## src/rtl/sand_step_engine.sv

```systemverilog
// Falling-sand frame engine: scans the grid bottom-up once per start pulse and
// moves each grain one cell down, or diagonally down when the cell below is taken.
module sand_step_engine #(
   parameter int                    WIDTH      = 16,
   parameter int                    HEIGHT     = 16,
   parameter int                    ADDR_WIDTH = 8,
   parameter int                    DATA_WIDTH = 8,
   parameter logic [DATA_WIDTH-1:0] SAND       = DATA_WIDTH'(1)
) (
   input  logic                  clk_i,
   input  logic                  reset_ni,
   input  logic                  start_i,
   output logic                  busy_o,
   output logic                  done_o,
   output logic [ADDR_WIDTH-1:0] rd_address_1_o,
   output logic [ADDR_WIDTH-1:0] rd_address_2_o,
   input  logic [DATA_WIDTH-1:0] rd_data_1_i,
   input  logic [DATA_WIDTH-1:0] rd_data_2_i,
   output logic                  wr_en_o,
   output logic [ADDR_WIDTH-1:0] wr_address_o,
   output logic [DATA_WIDTH-1:0] wr_data_o
);

   localparam int             XW      = (WIDTH > 1) ? $clog2(WIDTH) : 1;
   localparam int             YW      = (HEIGHT > 1) ? $clog2(HEIGHT) : 1;
   localparam logic [XW-1:0]  X_MAX   = XW'(WIDTH - 1);
   localparam logic [YW-1:0]  Y_START = YW'(HEIGHT - 2);

   typedef enum logic [2:0] {
      ST_IDLE, ST_SCAN, ST_DIAG_A, ST_DIAG_B, ST_WR_DST, ST_WR_SRC, ST_NEXT, ST_DONE
   } state_e;

   function automatic logic [ADDR_WIDTH-1:0] cell_addr(input logic [XW-1:0] cx,
                                                       input logic [YW-1:0] cy);
      return ADDR_WIDTH'(int'(cy) * WIDTH + int'(cx));
   endfunction

   state_e                  state_q, state_d;
   logic [XW-1:0]           x_q, x_d;
   logic [YW-1:0]           y_q, y_d;
   logic [ADDR_WIDTH-1:0]   dst_q, dst_d;
   logic                    prefer_left_q, prefer_left_d;

   logic [YW-1:0]           y_below;
   logic                    left_ok, right_ok, first_ok, second_ok;
   logic [ADDR_WIDTH-1:0]   addr_src, addr_below, addr_left, addr_right;
   logic [ADDR_WIDTH-1:0]   first_addr, second_addr;

   // Edge columns have only one diagonal; the missing one counts as blocked.
   assign y_below     = y_q + 1'b1;
   assign left_ok     = (x_q != '0);
   assign right_ok    = (x_q != X_MAX);
   assign addr_src    = cell_addr(x_q, y_q);
   assign addr_below  = cell_addr(x_q, y_below);
   assign addr_left   = cell_addr(x_q - 1'b1, y_below);
   assign addr_right  = cell_addr(x_q + 1'b1, y_below);
   assign first_ok    = prefer_left_q ? left_ok    : right_ok;
   assign second_ok   = prefer_left_q ? right_ok   : left_ok;
   assign first_addr  = prefer_left_q ? addr_left  : addr_right;
   assign second_addr = prefer_left_q ? addr_right : addr_left;

   // NOTE: state lives in always_ff with non-blocking assignments only, so every
   // register samples the same pre-edge values regardless of statement order.
   always_ff @(posedge clk_i or negedge reset_ni) begin
      if (!reset_ni) begin
         state_q       <= ST_IDLE;
         x_q           <= '0;
         y_q           <= '0;
         dst_q         <= '0;
         prefer_left_q <= 1'b1;
      end else begin
         state_q       <= state_d;
         x_q           <= x_d;
         y_q           <= y_d;
         dst_q         <= dst_d;
         prefer_left_q <= prefer_left_d;
      end
   end

   // NOTE: every comb output gets a default first so no path infers a latch.
   always_comb begin
      state_d       = state_q;
      x_d           = x_q;
      y_d           = y_q;
      dst_d         = dst_q;
      prefer_left_d = prefer_left_q;
      unique case (state_q)
         ST_IDLE: if (start_i) begin
            x_d     = '0;
            y_d     = Y_START;
            state_d = ST_SCAN;
         end
         ST_SCAN: begin
            if (rd_data_1_i != SAND) begin
               state_d = ST_NEXT;
            end else if (rd_data_2_i == '0) begin
               dst_d   = addr_below;
               state_d = ST_WR_DST;
            end else begin
               state_d = ST_DIAG_A;
            end
         end
         ST_DIAG_A: begin
            if (first_ok && rd_data_2_i == '0) begin
               dst_d   = first_addr;
               state_d = ST_WR_DST;
            end else begin
               state_d = ST_DIAG_B;
            end
         end
         ST_DIAG_B: begin
            if (second_ok && rd_data_2_i == '0) begin
               dst_d   = second_addr;
               state_d = ST_WR_DST;
            end else begin
               state_d = ST_NEXT;
            end
         end
         ST_WR_DST: state_d = ST_WR_SRC;
         ST_WR_SRC: state_d = ST_NEXT;
         ST_NEXT: begin
            if (x_q != X_MAX) begin
               x_d     = x_q + 1'b1;
               state_d = ST_SCAN;
            end else if (y_q != '0) begin
               x_d     = '0;
               y_d     = y_q - 1'b1;
               state_d = ST_SCAN;
            end else begin
               state_d = ST_DONE;
            end
         end
         ST_DONE: begin
            prefer_left_d = ~prefer_left_q;
            state_d       = ST_IDLE;
         end
         default: state_d = ST_IDLE;
      endcase
   end

   always_comb begin
      busy_o         = (state_q != ST_IDLE) && (state_q != ST_DONE);
      done_o         = (state_q == ST_DONE);
      rd_address_1_o = '0;
      rd_address_2_o = '0;
      wr_en_o        = 1'b0;
      wr_address_o   = '0;
      wr_data_o      = '0;
      unique case (state_q)
         ST_SCAN: begin
            rd_address_1_o = addr_src;
            rd_address_2_o = addr_below;
         end
         ST_DIAG_A: begin
            rd_address_1_o = addr_src;
            rd_address_2_o = first_ok ? first_addr : addr_below;
         end
         ST_DIAG_B: begin
            rd_address_1_o = addr_src;
            rd_address_2_o = second_ok ? second_addr : addr_below;
         end
         ST_WR_DST: begin
            wr_en_o      = 1'b1;
            wr_address_o = dst_q;
            wr_data_o    = SAND;
         end
         ST_WR_SRC: begin
            wr_en_o      = 1'b1;
            wr_address_o = addr_src;
         end
         default: ;
      endcase
   end

endmodule
```

## config.mk

```make
export PLATFORM = sky130hd
export DESIGN_NAME = sand_step_engine
export DESIGN_NICKNAME = d
export VERILOG_FILES = /design/src/rtl/sand_step_engine.sv
export SDC_FILE = /design/constraint.sdc
export NUM_CORES = 1
export LEC_CHECK = 0
export CAP_MARGIN = 20
export CORE_ASPECT_RATIO = 1.1
export CORE_MARGIN = 4
export CORE_UTILIZATION = 40
export DETAILED_ROUTE_END_ITERATION = 10
export PLACE_DENSITY = 0.82
export SLEW_MARGIN = 20
export SYNTH_ARGS = -nofsm -noshare
export SYNTH_HDL_FRONTEND = slang
export SYNTH_SLANG_ARGS = --single-unit
```

## constraint.sdc

```tcl
create_clock -name clk_i -period 2.7 [get_ports clk_i]
set_input_delay 0.54 -clock clk_i [delete_from_list [all_inputs] [get_ports clk_i]]
set_output_delay 0.54 -clock clk_i [all_outputs]
set_load 0.03 [all_outputs]
```

==> impl_metrics.csv <==
group,metric,value,unit
outcome,status,"finished clean",
flow_run,drv_cap,0,
routing,drcViolationCount,0,
pwr,leakage,0.00106,µW
synthesis,ys.flop_type,"dfrtp_1",
sta,tns,0,ns
finish,fin_util,59.2,%
global_route,grt_antenna_before_repair,0,
clock_network,cts_made_buffers,3,
die,initial_core_util,42.7,%
worst_setup_path,cp-start-kind,"flop",
clock_network,holdBufCountCts,0,
synthesis,yosysSeqAreaShare,28.8,%
clock_network,clockBufferDepth,2,
routing,dr.pass1.iters,4,
sta,finalSetupViolCount,0,
global_route,grt-ovfl-total,0,
synthesis,synth_top_area_share,27.3,%
global_route,grt_max_degree,21,
finish,final_nets,291,
synthesis,syn_area,1740,µm²
clock_network,clkLatencyLatePin,0.26,ns
sta,rsz0062_at_grt,"yes",
global_route,grt_usage,19.0,%
finish,multiInputGateArea,1150,µm²
routing,finalWirelength,5.09,mm
placed_design,dpl_cell_area,2280,µm²
routing,ant_nets,0,
worst_setup_path,critPathCaptureType,"output port",
synthesis,synth_edf_count,0,
finish,final_cells,318,
finish,fin_area,2420,µm²
sta,hold_violations,0,
die,rows,24,
clock_network,h-tree-depth,1,
die,die_area,5480,µm²
sta,max_freq,0.373,GHz
die,core_area,4080,µm²
worst_setup_path,path_max_fanout,7,
pwr,power,3260,µW
placed_design,hpwl,3.73,mm
clock_network,cts_root_buf,"clkbuf_8",
worst_setup_path,path_delay_family,"compound AO/OA/AOI/OAI gates",
synthesis,ys_types,49,
pwr,irDropWorstVdd,0.904,mV
routing,num_vias,1757,
finish,num-fill-cells,380,
sta,maxSlewViolCount,0,
worst_setup_path,arrival,2.14,ns
die,pin_count,54,
synthesis,async_flop_share,100,%
worst_setup_path,slowest_delay,0.43,ns
synthesis,ys_seq_elements,20,
routing,first_iter_violations,140,
placed_design,dp.cells,310,
hold_path,hold_path_class,"flop to flop",
routing,wl_per_cell,16.0,µm
synthesis,netlist_top_cells_area,"dfrtp_1 27%, mux2i_1 7.5%, nor2_1 6.0%, mux2_2 4.5%, buf_4 3.9%",
finish,seqCellArea,502,µm²
finish,drive_gt1_share,23.3,%
synthesis,synth_top_area_cell,"dfrtp_1",
finish,final_cell_mix,"35 x clkdlybuf4s50_1, 33 x buf_4, 28 x nor2_1",
sta,slew_headroom,62.0,%
placed_design,io_buffers,46,
sta,clock_skew,0.000848,ns
clock_network,clk_pin_slew,0.08,ns
global_route,first_global_vias,1764,
finish,diodes,0,
sta,worst_slew_pin_slew,0.567,ns
placed_design,place_congestion,0.896,
clock_network,cts_tree,"done",
worst_setup_path,critical_path_class,"flop to output port",
global_route,grt_first_pass_wirelength,8.57,mm
finish,final_common_cell,"clkdlybuf4s50_1",
die,die_width,71.0,µm
worst_setup_path,cp_cell_sequence,"ha_2 > and3_1 > a22oi_2 > a21bo_2 > a21oi_2 > a21o_1 > buf_4",
finish,syn_to_final_growth,38.7,%
sta,period_share,99.2,%
worst_setup_path,crit_buf_inv,1,
clock_network,cts.sinks,20,
die,die_y,77.3,µm
worst_setup_path,crit_required,2.16,ns
pwr,power_density,1350,nW/µm²
worst_setup_path,critPathSlowestCell,"dfrtp_1",
synthesis,syn_area_per_cell,8.35,µm²
sta,period_needed,2.68,ns
synthesis,synth_cells,209,
routing,via_per_inst,5.53,
synthesis,synth_warnings,0,
where the power goes:
group	internal (µW)	total, µW	switching [µW]
registers	428	603	176
clock network	198	310	112
logic	1040	2340	1300
total	1670	3260	1590
synthesized netlist by cell type, types with 2 or more instances:
library cell	count
nor2_1	28
dfrtp_1	19
mux2i_1	13
nand2_1	12
o21ai_0	11
buf_4	9
nand3_1	9
clkbuf_1	8
inv_1	7
mux2_2	7
xnor2_1	7
xor2_1	6
a21oi_1	5
and2_1	5
ha_1	5
nor3_1	5
buf_2	4
nand2b_1	4
a211oi_1	3
a21o_1	3
a31oi_1	3
and3_1	3
nand3b_1	3
a21bo_2	2
nor2b_1	2
o211ai_1	2
o21a_1	2
metal layers:
layer	vias to the layer above	GRT usage (%)	share of wire, %
met1	821	24.1	42
met2	97	31.0	48
met4	0	7.14	1.9
li1	827	-	-
met5	-	0	0
met3	12	4.58	8.0
worst reg2reg max path, stage by stage (launching register included):
cell and delay [ns]:
dfrtp_1 0.43, ha_2 0.25, and3_1 0.25, a22oi_2 0.29, buf_4 0.17, a21oi_1 0.11, a2111oi_4 0.29, buf_4 0.22
mux2_2 0.34
per-stage QoR:
stage          setup WS [ns]  hold slack [ns]
3_3_place_gp          -0.144            0.493
2_1_floorplan         0.0247            0.244
4_1_cts              0.00798            0.522
3_5_place_dp          -0.231            0.494
5_1_grt              -0.0127            0.544
6_report              0.0211            0.514
sequential cells by signal (all words and copies together), names as in the netlist:
name	flops
dst_q	8
prefer_left_q	1
state_q	3
x_q	4
y_q	4
worst paths after layout:
kind                          start           endpoint  slack (ns)  cells past startpoint
max                          x_q[0]  rd_address_2_o[2]        0.02                      7
min                        dst_q[2]           dst_q[2]        0.51                      1
max reg2reg                  x_q[0]           dst_q[0]        0.25                      8
min reg2reg                dst_q[2]           dst_q[2]        0.51                      1
max in group asynchronous  reset_ni      prefer_left_q        1.81                      2
min in group asynchronous  reset_ni           dst_q[7]        0.61                      2
repair_timing:
item,4_1_cts,5_1_grt
resized for setup,3,7
pin swaps,1,2
buffers inserted,2,2
setup endpoints to repair,3,16
cell families after synthesis:
kind of cell	after synthesis	share of synthesized area [%]
buf+inv	29	8.46
flops	20	28.8
xor+xnor	13	6.53
mux	20	12.0
simple gates	83	24.7
compound gates	38	15.7
fa+ha+maj	5	3.59
other cells	1	0.215
layout make-up:
class                           instances  area share (%)
Tap cell                               52            2.69
Sequential cell                        20            20.7
Multi-Input combinational cell        166            47.6
Inverter                                8            1.24
Clock inverter                          1            1.24
Timing Repair Buffer                   68            24.7
Clock buffer                            3            1.71
(Power assumes the default switching activity.)
